**src/rtl/demux_1x4_stream_pkg.sv**
```systemverilog
// Shared constants and types for the 1-to-4 stream demultiplexer.
package demux_1x4_stream_pkg;

  localparam int unsigned NUM_CH = 4;
  localparam int unsigned SEL_W  = 2;

  typedef logic [NUM_CH-1:0] ch_mask_t;
  typedef logic [SEL_W-1:0]  ch_sel_t;

  // Write mask used when a word goes to every channel at once.
  localparam ch_mask_t BCAST_MASK = 4'b1111;

endpackage

```
**src/rtl/demux_1x4_stream_if.sv**
```systemverilog
// Producer-side input stream plus the four per-channel output handshakes.
interface demux_1x4_stream_if
  import demux_1x4_stream_pkg::*;
#(
  parameter int unsigned WIDTH = 8
);

  logic [WIDTH-1:0]        in_data;
  ch_sel_t                 in_sel;
  logic                    in_bcast;
  logic                    in_valid;
  logic                    in_ready;
  logic [NUM_CH*WIDTH-1:0] out_data;
  ch_mask_t                out_valid;
  ch_mask_t                out_ready;

  // Environment view: drives the producer side and the consumer readies.
  modport master (
    output in_data,
    output in_sel,
    output in_bcast,
    output in_valid,
    output out_ready,
    input  in_ready,
    input  out_data,
    input  out_valid
  );

  // Demultiplexer view.
  modport slave (
    input  in_data,
    input  in_sel,
    input  in_bcast,
    input  in_valid,
    input  out_ready,
    output in_ready,
    output out_data,
    output out_valid
  );

endinterface

```
**src/rtl/demux_1x4_stream_decoder_2to4.sv**
```systemverilog
// 2-to-4 one-hot decoder with enable; all outputs low when disabled.
module decoder_2to4
  import demux_1x4_stream_pkg::*;
(
  input  ch_sel_t  sel,
  input  logic     en,
  output ch_mask_t onehot
);

  // Decode the select into a single-bit mask, gated by the enable.
  always_comb begin
    onehot = '0;
    if (en) begin
      onehot[sel] = 1'b1;
    end
  end

endmodule

```
**src/rtl/demux_1x4_stream.sv**
```systemverilog
// Registered 1-to-4 stream demultiplexer with per-channel handshakes and broadcast.
module demux_1x4_stream
  import demux_1x4_stream_pkg::*;
#(
  parameter int unsigned WIDTH = 8
) (
  input  logic                  clk,
  input  logic                  rst,
  demux_1x4_stream_if.slave     bus
);

  ch_mask_t full;
  ch_mask_t can_acc;
  ch_mask_t dec_onehot;
  ch_mask_t wr_en;
  logic     in_ready;
  logic     xfer;
  logic     dec_en;

  // A channel can take a word if it is empty or is being drained this cycle.
  always_comb begin
    can_acc = ~full | bus.out_ready;
  end

  // Broadcast needs every channel free so a broadcast is never partial.
  always_comb begin
    in_ready = 1'b0;
    if (!rst) begin
      if (bus.in_bcast) begin
        in_ready = &can_acc;
      end else begin
        in_ready = can_acc[bus.in_sel];
      end
    end
  end

  assign xfer   = bus.in_valid & in_ready;
  assign dec_en = xfer & ~bus.in_bcast;

  decoder_2to4 u_dec (
    .sel    (bus.in_sel),
    .en     (dec_en),
    .onehot (dec_onehot)
  );

  // Unicast uses the decoder; an accepted broadcast writes every channel.
  always_comb begin
    wr_en = dec_onehot;
    if (xfer && bus.in_bcast) begin
      wr_en = dec_onehot | BCAST_MASK;
    end
  end

  for (genvar k = 0; k < NUM_CH; k++) begin : g_ch
    logic             full_q;
    logic [WIDTH-1:0] data_q;

    // Load wins over drain so a full channel can stream one word per cycle.
    always_ff @(posedge clk) begin
      if (rst) begin
        full_q <= 1'b0;
        data_q <= '0;
      end else if (wr_en[k]) begin
        full_q <= 1'b1;
        data_q <= bus.in_data;
      end else if (full_q && bus.out_ready[k]) begin
        full_q <= 1'b0;
      end
    end

    assign full[k]                          = full_q;
    assign bus.out_valid[k]                 = full_q;
    assign bus.out_data[k*WIDTH +: WIDTH]   = data_q;
  end

  assign bus.in_ready = in_ready;

endmodule
```
**src/flat_wrapper.sv**
```systemverilog
// flat-port wrapper written by rule: the top's interface ports become plain ports
module demux_1x4_stream_flat import demux_1x4_stream_pkg::*;
#(
  parameter int unsigned WIDTH = 8
)
  (clk, rst, bus_in_data, bus_in_sel, bus_in_bcast, bus_in_valid, bus_out_ready, bus_in_ready, bus_out_data, bus_out_valid);
  demux_1x4_stream_if #(.WIDTH(WIDTH)) bus_i ();
  input  logic clk;
  input  logic rst;
  input wire logic [$bits(bus_i.in_data)-1:0] bus_in_data;
  input wire logic [$bits(bus_i.in_sel)-1:0] bus_in_sel;
  input wire logic [$bits(bus_i.in_bcast)-1:0] bus_in_bcast;
  input wire logic [$bits(bus_i.in_valid)-1:0] bus_in_valid;
  input wire logic [$bits(bus_i.out_ready)-1:0] bus_out_ready;
  output wire logic [$bits(bus_i.in_ready)-1:0] bus_in_ready;
  output wire logic [$bits(bus_i.out_data)-1:0] bus_out_data;
  output wire logic [$bits(bus_i.out_valid)-1:0] bus_out_valid;
  assign bus_i.in_data = bus_in_data;
  assign bus_i.in_sel = bus_in_sel;
  assign bus_i.in_bcast = bus_in_bcast;
  assign bus_i.in_valid = bus_in_valid;
  assign bus_i.out_ready = bus_out_ready;
  assign bus_in_ready = bus_i.in_ready;
  assign bus_out_data = bus_i.out_data;
  assign bus_out_valid = bus_i.out_valid;
  demux_1x4_stream #(.WIDTH(WIDTH)) u_core (.clk(clk), .rst(rst), .bus(bus_i));
endmodule
```
**config.mk**
```make
export PLATFORM = sky130hd
export DESIGN_NAME = demux_1x4_stream_flat
export DESIGN_NICKNAME = d
export VERILOG_FILES = /design/src/rtl/demux_1x4_stream_pkg.sv /design/src/rtl/demux_1x4_stream_if.sv /design/src/rtl/demux_1x4_stream_decoder_2to4.sv /design/src/rtl/demux_1x4_stream.sv /design/src/flat_wrapper.sv
export SDC_FILE = /design/constraint.sdc
export NUM_CORES = 1
export LEC_CHECK = 0
export BUFFER_PORTS_ARGS = -buffer_cell sky130_fd_sc_hd__buf_2
export CAP_MARGIN = 20
export CORE_MARGIN = 3
export CORE_UTILIZATION = 48
export DETAILED_ROUTE_END_ITERATION = 10
export PLACE_DENSITY_LB_ADDON = 0.25
export SYNTH_ARGS = -nofsm -noshare
export SYNTH_HDL_FRONTEND = slang
export SYNTH_SLANG_ARGS = --single-unit
```
**constraint.sdc**
```tcl
create_clock -name clk -period 1.99 [get_ports clk]
set_input_delay 0.398 -clock clk [delete_from_list [all_inputs] [get_ports clk]]
set_output_delay 0.398 -clock clk [all_outputs]
set_load 0.005 [all_outputs]
```
==> flow_summary.json, run 1 <==
{
  "place_congestion": 0.9291,
  "ios": 55,
  "gr-total-overflow": 0,
  "yosysTopAreaCell": "dfxtp_1",
  "arrival_ns": 1.44,
  "yosysTopAreaCellShare": 0.4698,
  "cp_num_buf_inv": 1,
  "portBuffers": 54,
  "rrSetupSlack_ns": 0.35,
  "power_frac_seq": 0.577,
  "slowest_stage": "dfxtp_1",
  "antenna_found_initial": 0,
  "syn_area_per_cell_um2": 8.766,
  "die-width_um": 62.53,
  "ys_seq_area_frac": 0.4698,
  "rows": 19,
  "antenna_left": 0,
  "dieArea_mm2": 0.003910,
  "place_ws_ns": 0.1547,
  "finalCriticalPeriod_ns": 1.834,
  "synth_commonest_cells": "36 x dfxtp_1, 28 x a21oi_1, 25 x nand3_1",
  "worstSetupStartpointType": "flop",
  "track_usage": 0.2051,
  "start_util": 0.5289,
  "p_int_w": 0.0009633,
  "netSwitchingPower_w": 0.0003620,
  "clk_pin_slew_ns": 0.10,
  "required_ns": 1.59,
  "synth_ff_type": "dfxtp_1",
  "syn2layout_area_growth_pct": 19.90,
  "cp-endpoint": "bus_in_ready",
  "grt_max_degree": 37,
  "vias": 1475,
  "slew_headroom": 0.6166,
  "finalHoldViolCount": 0,
  "ys_seq_elements": 36,
  "post-route-period-util": 0.9216,
  "criticalPathCategory": "flop to primary output",
  "cp_max_fo": 3,
  "critPathTopFamily": "simple AND/OR/NAND/NOR gates",
  "synth-async-reset-ratio": 0,
  "synthCells": 175,
  "antennaDiodeCount": 0,
  "final_layout_size_suffix_gt1_frac": 0.3139,
  "htreeDepth": 2,
  "reg2reg_depth": 5,
  "clockPowerShare": 0.267,
  "r2r-start": "u_core.g_ch[3].full_q$_SDFFE_PP0P_",
  "vias_per_cell": 5.566,
  "final.setup.worst_slack_ns": 0.1560,
  "synth_edf_count": 0,
  "fp.dieH_um": 62.53,
  "worstPathCellList": "nand2b_1, o21bai_1, and3_1, and3_1, buf_2",
  "grt_pass1_wl_mm": 6.375,
  "fmax_mhz": 545.3,
  "setup_viol": 0,
  "wl_per_cell_um": 14.96,
  "ir_worst_vdd_uv": 432.1,
  "tightest_slew_ns": 0.5745,
  "final_max_slew_viol_count": 0,
  "syn_area_mm2": 0.001534,
  "cap_violations": 0,
  "drtIter0Drc": 108,
  "cts_sinks": 36,
  "finalPower_w": 0.001325,
  "placed_area_mm2": 0.001783,
  "hold_depth": 3,
  "rsz0062_at_grt": "no",
  "route.detailed.drc": 0,
  "p_comb_frac": 0.155,
  "nets": 241,
  "p_leak_nw": 0.8112,
  "setup-tns-final_ns": 0,
  "powerDensity_mw_per_mm2": 720.6,
  "stdcell_area_mm2": 0.001839,
  "sw_frac_of_total": 0.2732,
  "ys_types": 27,
  "synth_nets": 193,
  "cts_hold_buf": 0,
  "status": "completed",
  "drt-total-wl_mm": 3.964,
  "cts_made_buffers": 5,
  "skew_ns": 0.005816,
  "cp_common_cell": "and3_1",
  "hpwl_mm": 2.811,
  "synth.most_common_cell": "dfxtp_1",
  "timing.rr.end": "u_core.g_ch[2].data_q[6]$_SDFFE_PP0P_",
  "cts_root_buffer": "clkbuf_4",
  "clk_latency_ns": 0.33,
  "final_util": 0.6342,
  "ys_warn_count": 0,
  "cpPeakStageDelay_ns": 0.36,
  "clockBufferDepth": 2,
  "synth.area.top_cells": "dfxtp_1 47%, a21oi_1 9.1%, nand3_1 8.2%",
  "crit_path_end_kind": "primary output",
  "min_path_type": "input pin to flop",
  "drtPass1Iterations": 4,
  "crit_start": "u_core.g_ch[1].full_q$_SDFFE_PP0P_",
  "path_depth": 5,
  "cts_tree": "yes",
  "core_area_mm2": 0.002900,
  "grt_pass1_vias": 1376
}
worst register-to-register path: cells and delay by family, from the launching register on:
| family | cells | cell delay (ns) |
|---|---|---|
| AND/OR/NAND/NOR | 1 | 0.15 |
| AO/OA/AOI/OAI | 4 | 1.02 |
| flip-flops | 1 | 0.34 |
through the flow:
stage | instances | hold WS (ns)
after floorplan | 175 | 0.4701
after global placement | 258 | 0.4596
after detailed placement | 258 | 0.4646
after CTS | 265 | 0.3415
after global routing | 265 | 0.3551
final | 265 | 0.3509
metal layers:
| layer | wire length [um] | up-vias | GRT usage |
|---|---|---|---|
| li1 | - | 725 | - |
| met5 | 0 | - | 0 |
| met4 | 18 | 0 | 0.07989 |
| met1 | 1725 | 687 | 0.2456 |
| met3 | 289 | 2 | 0.04676 |
| met2 | 1931 | 61 | 0.3542 |
cell type report:
class	instances	area, um2
Tap cell	42	52.55
Multi-Input combinational cell	121	715.7
Clock inverter	1	5.005
Clock buffer	6	41.29
Inverter	1	3.754
Timing Repair Buffer	58	300.3
Fill cell	275	1061
Sequential cell	36	720.7
cells in the final DEF, fill, tap and decap left out, drive strengths merged, types with 3 or more instances in the layout:
cell	n
a21oi	28
nor2	12
mux2i	8
nor2b	5
o21ai	25
and3	3
dfxtp	36
nand3	25
buf	58
clkbuf	6
registers in the layout, summed over array words and instances, names as in the netlist:
| signal | flops |
|---|---|
| u_core.g_ch.data_q | 32 |
| u_core.g_ch.full_q | 4 |
power groups by stage:
stage	registers [W]	logic, W	clock network, W
after detailed placement	0.000782	0.000203	0
after floorplan	0.000784	0.000123	0
after global placement	0.000780	0.000198	0
after CTS	0.000766	0.000205	0.000361
after global routing	0.000769	0.000229	0.000386
final	0.000765	0.000206	0.000354
timing repair:
action,4_1_cts,5_1_grt
setup buffers,0,0
endpoints found under the setup margin,1,1
resized for setup,1,2
gates cloned,0,0
worst min-delay path by stage:
stage | to | slack, ns | start
after CTS | u_core.g_ch[2].data_q[7]$_SDFFE_PP0P_ | 0.34 | bus_in_data[7]
after global placement | u_core.g_ch[0].data_q[0]$_SDFFE_PP0P_ | 0.46 | u_core.g_ch[0].data_q[0]$_SDFFE_PP0P_
after global routing | u_core.g_ch[0].data_q[2]$_SDFFE_PP0P_ | 0.36 | bus_in_data[2]
final | u_core.g_ch[2].data_q[7]$_SDFFE_PP0P_ | 0.35 | bus_in_data[7]
after floorplan | u_core.g_ch[0].data_q[0]$_SDFFE_PP0P_ | 0.47 | u_core.g_ch[0].data_q[0]$_SDFFE_PP0P_
after detailed placement | u_core.g_ch[2].data_q[4]$_SDFFE_PP0P_ | 0.46 | u_core.g_ch[2].data_q[4]$_SDFFE_PP0P_
logic make-up after synthesis:
logic type,after synthesis,share of synthesized area
AND/OR/NAND/NOR,52,0.1811
multiplexers,8,0.05220
AO/OA/AOI/OAI,61,0.2267
buffers and inverters,18,0.07014
flip-flops,36,0.4698
(Power assumes the default switching activity.)
==> run 2: changes to the inputs <==
CAP_MARGIN = unset   (was 20)
CORE_UTILIZATION = 29   (was 48)
clock period = 2.4 ns   (was 1.99 ns; I/O delays follow)
==> run 2 against run 1 <==
Against the previous run: critical path depth up 1; design area is 5.7% higher; clock power up 47%; via count is 2.7% lower; utilization is 24 points lower; cell count increased by 11%; critical path type is now input pin to primary output; largest cell class unchanged.
==> flow_summary.json, run 2 (synthesized netlist as in run 1, its figures left out) <==
{
  "status": "completed",
  "finalCriticalPeriod_ns": 1.963,
  "grt_pass1_wl_mm": 6.872,
  "clk_pin_slew_ns": 0.07,
  "route.detailed.drc": 0,
  "tightest_slew_ns": 0.6681,
  "cts_root_buffer": "clkbuf_8",
  "largest_reg_flops": 32,
  "cts_sinks": 36,
  "portBuffers": 54,
  "fillers": 525,
  "largest_registers": "u_core.g_ch.data_q (32), u_core.g_ch.full_q (4)",
  "cts_hold_buf": 0,
  "cts_tree": "yes",
  "worstSetupStartpointType": "input pin",
  "setup_viol": 0,
  "ir_worst_vdd_uv": 324.7,
  "antenna_left": 0,
  "power_frac_seq": 0.478,
  "sw_frac_of_total": 0.2472,
  "min_path_type": "input pin to flop",
  "final_common_cell": "buf_2",
  "drtPass1Iterations": 4,
  "nets": 244,
  "slew_headroom": 0.5542,
  "cts_made_buffers": 5,
  "core_area_mm2": 0.004911,
  "die-width_um": 78.73,
  "gr-total-overflow": 0,
  "setup-tns-final_ns": 0,
  "finalHoldViolCount": 0,
  "grt_pass1_vias": 1383,
  "start_util": 0.3124,
  "placed_area_mm2": 0.001837,
  "ios": 55,
  "clk_latency_ns": 0.29,
  "rsz0062_at_grt": "no",
  "drtIter0Drc": 89,
  "stdcell_count": 294,
  "final_layout_size_suffix_gt1_frac": 0.3172,
  "antenna_found_initial": 0,
  "powerDensity_mw_per_mm2": 683.6,
  "antennaDiodeCount": 0,
  "dieArea_mm2": 0.006198,
  "final_max_slew_viol_count": 0,
  "fp.dieH_um": 78.73,
  "place_congestion": 0.7689,
  "dpl.cell_count": 286,
  "required_ns": 1.92,
  "hpwl_mm": 2.929,
  "vias": 1435,
  "cap_violations": 0,
  "netSwitchingPower_w": 0.0003285,
  "stdcell_area_mm2": 0.001944,
  "fmax_mhz": 509.5,
  "arrival_ns": 1.48,
  "wl_per_cell_um": 14.16,
  "cts_resized": 0,
  "rows": 25,
  "mostFrequentLayoutCells": "54 x buf_2, 36 x dfxtp_1, 28 x a21oi_1, 25 x nand3_1, 23 x o21ai_0",
  "crit_path_end_kind": "primary output",
  "clockPowerShare": 0.392,
  "cts_setup_buffers": 0,
  "grt_max_degree": 27,
  "drt-total-wl_mm": 4.162,
  "criticalPathCategory": "input pin to primary output",
  "track_usage": 0.1405,
  "post-route-period-util": 0.8178,
  "cp_max_fo": 5,
  "skew_ns": 0.007808,
  "vias_per_cell": 4.881,
  "syn2layout_area_growth_pct": 26.75,
  "regMostFlops": "u_core.g_ch.data_q",
  "p_comb_frac": 0.130,
  "clockBufferDepth": 2,
  "p_int_w": 0.001001,
  "htreeDepth": 2,
  "p_leak_nw": 0.8529
}
[run 2: worst paths after layout]
| check | from | endpoint | slack, ns | cells after the start |
|---|---|---|---|---|
| min reg2reg | u_core.g_ch[0].data_q[1]$_SDFFE_PP0P_ | u_core.g_ch[0].data_q[1]$_SDFFE_PP0P_ | 0.47 | 2 |
| max reg2reg | u_core.g_ch[2].full_q$_SDFFE_PP0P_ | u_core.g_ch[2].data_q[3]$_SDFFE_PP0P_ | 0.64 | 6 |
| min | bus_in_data[0] | u_core.g_ch[3].data_q[0]$_SDFFE_PP0P_ | 0.47 | 3 |
| max | bus_in_sel[0] | bus_in_ready | 0.44 | 6 |
[run 2: worst max-delay path, cell delays in order]
cell      delay (ns)
buf_2           0.13
o21bai_1        0.29
nand2_1         0.12
and3_1          0.17
and3_1          0.17
buf_2           0.12
[run 2: per-layer routing]
layer  vias to the layer above  global-route usage  wire, um
li1                        736                   -         -
met1                       656              0.1921      2014
met4                         0             0.03147        32
met5                         -                   0         0
met3                         4             0.05556       279
met2                        39              0.2080      1835
[run 2: power groups by stage]
stage                     logic [W]  clock network [W]  registers, W
after floorplan            0.000102                  0      0.000650
after global placement     0.000174                  0      0.000649
after detailed placement   0.000174                  0      0.000649
after CTS                  0.000175           0.000538      0.000635
after global routing       0.000195           0.000559      0.000638
final                      0.000173           0.000521      0.000635
[run 2: final cells by class]
class / count / area, um2 / share of cell area
Clock buffer: 6 / 72.57 / 0.03732
Clock inverter: 2 / 35.03 / 0.01802
Inverter: 1 / 3.754 / 0.001931
Multi-Input combinational cell: 121 / 705.7 / 0.3629
Sequential cell: 36 / 720.7 / 0.3707
Tap cell: 67 / 83.83 / 0.04311
Timing Repair Buffer: 61 / 322.8 / 0.1660
[run 2: stage by stage]
step	utilization	total power, W	hold WS (ns)	setup slack [ns]
6_report	0.3959	0.001329	0.4734	0.4372
3_5_place_dp	0.3740	0.0008232	0.4652	0.4677
4_1_cts	0.3959	0.001349	0.4667	0.4512
5_1_grt	0.3959	0.001392	0.4844	0.3219
2_1_floorplan	-	0.0007521	0.4701	0.5737
3_3_place_gp	0.3740	0.0008226	0.4612	0.4732
